===== config.mk =====
export PLATFORM = sky130hd
export DESIGN_NAME = pipe_stage_chain
export DESIGN_NICKNAME = d
export VERILOG_FILES = /design/src/rtl/pipe_pkg.sv /design/src/rtl/pipe_stage_cell.sv /design/src/rtl/pipe_stage_chain.sv
export SDC_FILE = /design/constraint.sdc
export NUM_CORES = 1
export LEC_CHECK = 0
export ABC_AREA = 1
export CORE_MARGIN = 2
export CORE_UTILIZATION = 35
export DETAILED_ROUTE_END_ITERATION = 10
export GPL_ROUTABILITY_DRIVEN = 0
export SYNTH_ARGS = -nofsm -noshare
export SYNTH_HDL_FRONTEND = slang
export SYNTH_SLANG_ARGS = --single-unit
export TNS_END_PERCENT = 50

===== constraint.sdc =====
create_clock -name clk -period 5.8 [get_ports clk]
set_clock_uncertainty 0.2 [all_clocks]
set_input_delay 1.74 -clock clk [delete_from_list [all_inputs] [get_ports clk]]
set_output_delay 1.74 -clock clk [all_outputs]
set_load 0.05 [all_outputs]

===== src/rtl/pipe_pkg.sv =====
// Shared limits and the latency-select saturation helper for the pipe stage chain.
package pipe_pkg;

  // Supported parameter ranges for the chain
  localparam int WIDTH_MIN = 1;
  localparam int WIDTH_MAX = 48;
  localparam int DEPTH_MIN = 1;
  localparam int DEPTH_MAX = 8;

  // Clamp a requested latency to the number of physical stages present
  function automatic int sat_lat(input int sel, input int depth);
    return (sel > depth) ? depth : sel;
  endfunction

endpackage


===== src/rtl/pipe_stage_cell.sv =====
// One register stage: async reset, synchronous clear, clock-enabled load.
module pipe_stage_cell #(
  parameter int W = 19
) (
  input  logic         clk,
  input  logic         rst,
  input  logic         ce,
  input  logic         clr,
  input  logic [W-1:0] d,
  output logic [W-1:0] q
);

  logic [W-1:0] q_reg;

  // Clear has priority over enable; reset clears without waiting for a clock
  always_ff @(posedge clk or posedge rst) begin
    if (rst) begin
      q_reg <= '0;
    end else if (clr) begin
      q_reg <= '0;
    end else if (ce) begin
      q_reg <= d;
    end
  end

  assign q = q_reg;

endmodule


===== src/rtl/pipe_stage_chain.sv =====
// Delay line of DEPTH stages carrying data plus valid, with a runtime-selected tap.
// Tap 0 is the live input, tap n is the output of stage n.
module pipe_stage_chain
  import pipe_pkg::*;
#(
  parameter int WIDTH = 18,
  parameter int DEPTH = 4,
  parameter int LW    = $clog2(DEPTH + 1)
) (
  input  logic             clk,
  input  logic             rst,
  input  logic             ce,
  input  logic             flush,
  input  logic [LW-1:0]    lat_sel,
  input  logic [WIDTH-1:0] din,
  input  logic             din_vld,
  output logic [WIDTH-1:0] dout,
  output logic             dout_vld,
  output logic             busy
);

  // Each stage word is {valid, data}; the valid bit rides alongside the data
  localparam int SW = WIDTH + 1;

  logic [SW-1:0]    stage_q [0:DEPTH];
  logic [DEPTH:1]   valid_vec;
  logic [SW-1:0]    tap_next;

  // Tap 0 is the unregistered input word
  assign stage_q[0] = {din_vld, din};

  genvar gi;
  generate
    for (gi = 1; gi <= DEPTH; gi++) begin : g_stage
      // Stage gi loads from stage gi-1 on every enabled edge, regardless of valid
      pipe_stage_cell #(
        .W(SW)
      ) u_cell (
        .clk (clk),
        .rst (rst),
        .ce  (ce),
        .clr (flush),
        .d   (stage_q[gi-1]),
        .q   (stage_q[gi])
      );
      assign valid_vec[gi] = stage_q[gi][SW-1];
    end
  endgenerate

  // Tap mux: saturated select picks the input word or one of the stage outputs
  always_comb begin
    tap_next = stage_q[0];
    for (int k = 1; k <= DEPTH; k++) begin
      if (k == sat_lat(int'(lat_sel), DEPTH)) begin
        tap_next = stage_q[k];
      end
    end
  end

  assign dout     = tap_next[WIDTH-1:0];
  assign dout_vld = tap_next[SW-1];
  assign busy     = |valid_vec;

endmodule


==> qor.csv, run 1 <==
stage,metric,value,unit
drt,via_count,3586,
logic_synthesis,syn_inst,505,
worst_setup_path,path_cells,clkdlybuf4s50_1 -> inv_1 -> nand3_1 -> buf_4 -> nand2_1 -> nand3_1 -> nand2_1 -> a21oi_1 -> buf_12,
logic_synthesis,synthesis.area,0.00395,sq mm
global_route,grt_pass1_wl,17900,um
power_and_ir_drop,pwr-share-clk,0.390,
timing,period_share,0.920,
clocking,clk_latency,0.32,ns
worst_setup_path,r2r-start,g_stage[4].u_cell.q[4]$_DFFE_PP0P_,
floorplanning,io_pins,46,
power_and_ir_drop,power.density,268,mW/mm^2
worst_setup_path,slowest_delay,0.52,ns
min_path,hp-class,reg2reg,
logic_synthesis,synthTopCellsByArea,"dfrtp_1, nand2_1, nand3_1",
timing,finalSetupViolations,0,
drt,drtIter0Drc,218,
layout,fin_util,0.448,
layout,area_growth,24.2,%
flow_run,cap_violations,0,
logic_synthesis,synth_top_area_cell,dfrtp_1,
timing,fin_setup_tns,0,ns
power_and_ir_drop,p_sw,0.367,mW
run_status,status,completed,
logic_synthesis,synth_top_cell_area_share,0.482,
worst_setup_path,r2r_setup_slack,4.85,ns
worst_setup_path,rr_worst_depth,2,
worst_setup_path,r2r-end,g_stage[4].u_cell.q[4]$_DFFE_PP0P_,
power_and_ir_drop,peakVddDrop,0.130,mV
clocking,cts_root_buf,clkbuf_16,
global_route,grt_max_degree,72,
logic_synthesis,yosysUniqueCellTypes,22,
layout,drive_above_1_share,0.126,
drt,drt_pass1_iterations,5,
layout,num_antenna_cells,0,
timing,grt_setup_unrepaired,no,
logic_synthesis,synth_common_cells,"nand2_1, dfrtp_1, nand3_1",
clocking,cts_max_path_buffers,2,
floorplanning,initial_core_util,0.361,
power_and_ir_drop,power.internal,0.948,mW
logic_synthesis,syn_nets,531,
floorplanning,dieArea,0.0121,sq mm
drt,finalWirelength,10800,um
logic_synthesis,synth-seq-cells,76,
worst_setup_path,slowest_stage,clkdlybuf4s50_1,
worst_setup_path,crit_required,3.86,ns
placement,post-place-cells,664,
logic_synthesis,async_flop_share,1.00,
placement,io_buffers,45,
floorplanning,core-area,0.0109,sq mm
timing,hold_viol_final,0,
global_route,overflow,0,
logic_synthesis,synth_edf_count,0,
worst_setup_path,end_kind,output pin,
worst_setup_path,worst-endpoint-arrival,3.40,ns
global_route,antenna_found_initial,0,
min_path,min_delay_path_depth,2,
drt,final_antenna_net_count,0,
worst_setup_path,crit_type,in2out,
clocking,cts_resized,0,
clocking,cts_hold_buffers,0,
min_path,hold_start,g_stage[4].u_cell.q[7]$_DFFE_PP0P_,
worst_setup_path,crit_fanout,20,
layout,layout.cells.non_filler,679,
logic_synthesis,ys_seq_area_frac,0.482,
drt,vias_per_cell,5.28,
global_route,grt_usage,0.192,
logic_synthesis,yosysMostFrequentCell,nand2_1,
timing,period_needed,5.34,ns
clocking,cts.sinks,76,
floorplanning,die_w,110,um
worst_setup_path,crit_start,lat_sel[1],
timing,fmax,0.187,GHz
clocking,cts_setup_buffers,0,
power_and_ir_drop,p_sw_frac,0.279,
power_and_ir_drop,combPwrFrac,0.187,
logic_synthesis,avgSynthCellArea,7.81,sq um
floorplanning,die_y,110,um
floorplanning,num_rows,38,
logic_synthesis,synth_warnings,0,
power_and_ir_drop,seqPwrFrac,0.423,
layout,largest_reg_flops,76,
min_path,min_to,g_stage[4].u_cell.q[7]$_DFFE_PP0P_,
clocking,cts.clk_slew.worst_paths,0.06,ns
drt,wl_per_cell,15.9,um
placement,place_hpwl,6530,um
global_route,first_global_vias,3534,
clocking,cts_buffers,9,
logic_synthesis,synth_ff_type,dfrtp_1,
clocking,cts_tree,yes,
drt,drc,0,
timing,slew-limit-headroom,0.465,
layout,final_nets,561,
power_and_ir_drop,leakage,2.27,nW
clocking,h-tree-depth,3,
timing,worst_pin_slew,0.801,ns
timing,report.final.slew_viol_count,0,
worst_setup_path,start_kind,primary input,
how the worst max path moves through the flow:
| stage | slack (ns) | cells past startpoint | end |
|---|---|---|---|
| floorplan | 0.80 | 8 | dout[12] |
| global placement | 0.51 | 9 | dout[0] |
| detailed placement | 0.49 | 9 | dout[0] |
| CTS | 0.47 | 9 | dout[13] |
| global route | 0.37 | 9 | dout[13] |
| finish | 0.46 | 9 | dout[13] |
worst max-delay path, delay by kind of cell:
| family | cells | cell delay, ns |
|---|---|---|
| buffers and inverters | 4 | 1.06 |
| and+or+nand+nor | 4 | 0.35 |
| AOI/OAI and AO/OA | 1 | 0.24 |
metal layers:
| layer | routed length [um] | GRT usage | part of all wire |
|---|---|---|---|
| met3 | 467 | 0.0270 | 0.043 |
| met4 | 164 | 0.0821 | 0.015 |
| met5 | 0 | 0 | 0 |
| met1 | 4960 | 0.266 | 0.46 |
| met2 | 5210 | 0.301 | 0.48 |
stage by stage:
step	area [sq um]	power, mW	hold WS [ns]	setup WS [ns]
2_1_floorplan	3950	0.708	0.252	0.802
3_3_place_gp	4630	0.809	0.266	0.514
5_1_grt	4900	1.37	0.300	0.366
6_report	4900	1.31	0.280	0.462
4_1_cts	4900	1.33	0.288	0.470
3_5_place_dp	4630	0.811	0.274	0.492
power by group through the flow:
stage | Sequential, mW | Clock, mW | Combinational, mW
CTS | 0.556 | 0.525 | 0.248
global route | 0.558 | 0.545 | 0.266
floorplan | 0.563 | 0 | 0.145
detailed placement | 0.565 | 0 | 0.246
global placement | 0.564 | 0 | 0.245
finish | 0.556 | 0.513 | 0.246
placed cells by master, fill, tap and decap left out:
master,count
buf_4,13
buf_12,19
inv_1,45
inv_2,6
nand4_1,10
nand2_1,126
o21ai_1,6
a21oi_2,2
inv_4,1
nor2_1,11
nand3_1,67
o21ai_2,9
buf_2,1
clkbuf_16,9
clkinv_2,2
nand2_4,2
o21ai_0,59
a21oi_1,32
clkdlybuf4s50_1,25
o31ai_1,7
nor2_4,2
clkbuf_8,2
o22ai_1,5
dfrtp_1,76
clkbuf_1,2
cell families (layout without fill, tap and decap cells):
group | Yosys count | in the layout | share of synthesized area
AND/OR/NAND/NOR | 218 | 218 | 0.243
AO/OA/AOI/OAI | 120 | 120 | 0.169
buffers and inverters | 91 | 125 | 0.107
flip-flops | 76 | 76 | 0.482
layout make-up:
type / count / area [sq um]
clock buffer: 13 / 260
clock inverter: 2 / 10.0
fill: 1078 / 6030
inverter: 52 / 198
multi-input combinational: 338 / 1620
sequential: 76 / 1900
tap: 140 / 175
timing repair buffer: 58 / 733
Note: power is estimated with default switching activity, not from simulation.
==> run 2, diff against run 1 <==
--- a/config.mk
+++ b/config.mk
@@ -7,9 +7,10 @@
 export LEC_CHECK = 0
 export ABC_AREA = 1
 export CORE_MARGIN = 2
-export CORE_UTILIZATION = 35
+export CORE_UTILIZATION = 60
 export DETAILED_ROUTE_END_ITERATION = 10
 export GPL_ROUTABILITY_DRIVEN = 0
+export PLACE_DENSITY = 0.85
 export SYNTH_ARGS = -nofsm -noshare
 export SYNTH_HDL_FRONTEND = slang
 export SYNTH_SLANG_ARGS = --single-unit
==> run 2 against run 1 <==
Net effect:
- wire length fell by 8.3%
- worst setup slack got worse by 0.27 ns
- critical path type unchanged
- fmax fell by 4.8%
- cell area fell by 3.8%
- combinational power fell by 2%
- global-route usage rose by 10 points
- total power fell by 12%
- sequential share of layout area rose by 1.5 points
==> qor.csv, run 2 (same netlist as run 1, synthesis figures left out) <==
stage,metric,value,unit,change
run_status,status,completed,,unchanged
layout,area_growth,19.4,%,was 24.2%
global_route,overflow,0,,unchanged
clocking,cts_resized,0,,unchanged
worst_setup_path,crit_type,in2out,,unchanged
worst_setup_path,rr_worst_depth,2,,unchanged
worst_setup_path,r2r-start,g_stage[4].u_cell.q[0]$_DFFE_PP0P_,,was g_stage[4].u_cell.q[4]$_DFFE_PP0P_
clocking,cts_hold_buffers,0,,unchanged
clocking,cts_setup_buffers,0,,unchanged
clocking,clk_latency,0.35,ns,was 0.32 ns
min_path,hp-class,reg2reg,,unchanged
worst_setup_path,worst-endpoint-arrival,3.67,ns,was 3.40 ns
timing,fin_setup_tns,0,ns,unchanged
floorplanning,dieArea,0.00724,sq mm,was 0.0121 sq mm
layout,num-fill-cells,475,,was 1078
timing,period_needed,5.61,ns,was 5.34 ns
clocking,cts_max_path_buffers,2,,unchanged
drt,vias_per_cell,6.01,,was 5.28
worst_setup_path,crit_start,lat_sel[2],,was lat_sel[1]
floorplanning,die_w,85.1,um,was 110 um
timing,grt_setup_unrepaired,no,,unchanged
min_path,hold_start,g_stage[4].u_cell.q[6]$_DFFE_PP0P_,,was g_stage[4].u_cell.q[7]$_DFFE_PP0P_
worst_setup_path,end_kind,output pin,,unchanged
power_and_ir_drop,power,1.16,mW,was 1.31 mW
worst_setup_path,crit_required,3.86,ns,about the same
clocking,cts_buffers,9,,unchanged
timing,hold-worst-slack,0.291,ns,was 0.280 ns
drt,drc,0,,unchanged
layout,final_cell_mix,"nand2_1, dfrtp_1, nand3_1, o21ai_0, inv_1",,unchanged
timing,hold_viol_final,0,,unchanged
drt,via_count,3695,,was 3586
timing,fmax,0.178,GHz,was 0.187 GHz
clocking,cts_root_buf,clkbuf_8,,was clkbuf_16
power_and_ir_drop,power.density,246,mW/mm^2,was 268 mW/mm^2
power_and_ir_drop,peakVddDrop,0.174,mV,was 0.130 mV
flow_run,cap_violations,0,,unchanged
timing,report.final.slew_viol_count,0,,unchanged
clocking,cts_tree,yes,,unchanged
clocking,cts.sinks,76,,unchanged
drt,final_antenna_net_count,0,,unchanged
timing,finalSetupViolations,0,,unchanged
clocking,cts.clk_slew.worst_paths,0.08,ns,was 0.06 ns
drt,wl_per_cell,16.1,um,was 15.9 um
drt,drtIter0Drc,440,,was 218
worst_setup_path,start_kind,primary input,,unchanged
clocking,h-tree-depth,3,,unchanged
timing,period_share,0.967,,was 0.920
worst_setup_path,r2r-end,g_stage[4].u_cell.q[0]$_DFFE_PP0P_,,was g_stage[4].u_cell.q[4]$_DFFE_PP0P_
drt,drt_pass1_iterations,5,,unchanged
floorplanning,die_y,85.1,um,was 110 um
min_path,min_delay_path_depth,2,,unchanged
worst_setup_path,r2r_setup_slack,4.82,ns,was 4.85 ns
min_path,min_to,g_stage[4].u_cell.q[6]$_DFFE_PP0P_,,was g_stage[4].u_cell.q[7]$_DFFE_PP0P_
placement,io_buffers,45,,unchanged
worst_setup_path,crit_fanout,19,,was 20
global_route,grt_max_degree,72,,unchanged
global_route,grt_usage,0.293,,was 0.192
layout,num_antenna_cells,0,,unchanged
global_route,first_global_vias,3730,,was 3534
floorplanning,core-area,0.00635,sq mm,was 0.0109 sq mm
global_route,grt_pass1_wl,16900,um,was 17900 um
global_route,antenna_found_initial,0,,unchanged
placement,place_hpwl,6120,um,was 6530 um
layout,final_nets,560,,was 561
floorplanning,num_rows,29,,was 38
timing,slew-limit-headroom,0.403,,was 0.465
layout,final_common_cell,nand2_1,,unchanged
floorplanning,io_pins,46,,unchanged
layout,largest_reg_flops,76,,unchanged
floorplanning,initial_core_util,0.621,,was 0.361
drt,finalWirelength,9910,um,was 10800 um
layout,drive_above_1_share,0.125,,was 0.126
timing,worst_pin_slew,0.894,ns,was 0.801 ns
power_and_ir_drop,leakage,2.21,nW,was 2.27 nW
-- run 2: changes by cell type in the layout (fill, tap and decap cells not counted), sizes merged --
cell	change
buf	-1
-- run 2: worst max-delay path by stage --
stage | to | cells past startpoint | slack [ns]
3_3_place_gp | dout[10] | 9 | 0.30
6_report | dout[10] | 9 | 0.19
5_1_grt | dout[10] | 9 | 0.08
2_1_floorplan | dout[12] | 8 | 0.80
3_5_place_dp | dout[10] | 9 | 0.26
4_1_cts | dout[10] | 9 | 0.25
-- run 2: through the flow --
step           setup WS (ns)   util  std cells  cell area (sq um)
6_report               0.194  0.742        615               4710
5_1_grt               0.0791  0.742        615               4710
4_1_cts                0.249  0.742        615               4710
3_5_place_dp           0.263  0.716        600               4540
3_3_place_gp           0.296  0.716        600               4540
2_1_floorplan          0.802      -        505               3950
-- run 2: where the power goes --
group | switching [mW] | leakage, nW | total [mW] | internal [mW]
Combinational | 0.151 | 1.08 | 0.242 | 0.0910
Sequential | 0.00951 | 1.04 | 0.555 | 0.546
Clock | 0.187 | 0.0893 | 0.363 | 0.176
Total | 0.348 | 2.21 | 1.16 | 0.812
-- run 2: cell type report --
cell class | count | area [sq um] | share of cell area
well taps | 77 | 96.3 | 0.0204
repair buffers | 57 | 726 | 0.154
clock buffers | 13 | 159 | 0.0337
flip-flops and latches | 76 | 1900 | 0.404
multi-input cells | 338 | 1620 | 0.344
inverters | 52 | 198 | 0.0419
clock inverters | 2 | 10.0 | 0.00212
-- run 2: layer usage --
metal	part of all wire	global-route usage	vias up
li1	-	-	1716
met1	0.42	0.389	1751
met2	0.48	0.448	192
met3	0.073	0.0632	36
met4	0.032	0.166	0
met5	0	0	-
-- run 2: worst max-delay path, stage by stage --
cell,delay (ns)
clkdlybuf4s50_1,0.44
inv_2,0.17
nand2_4,0.08
inv_2,0.27
nand2_4,0.25
nand3_1,0.15
nand2_1,0.05
a21oi_1,0.31
buf_12,0.19
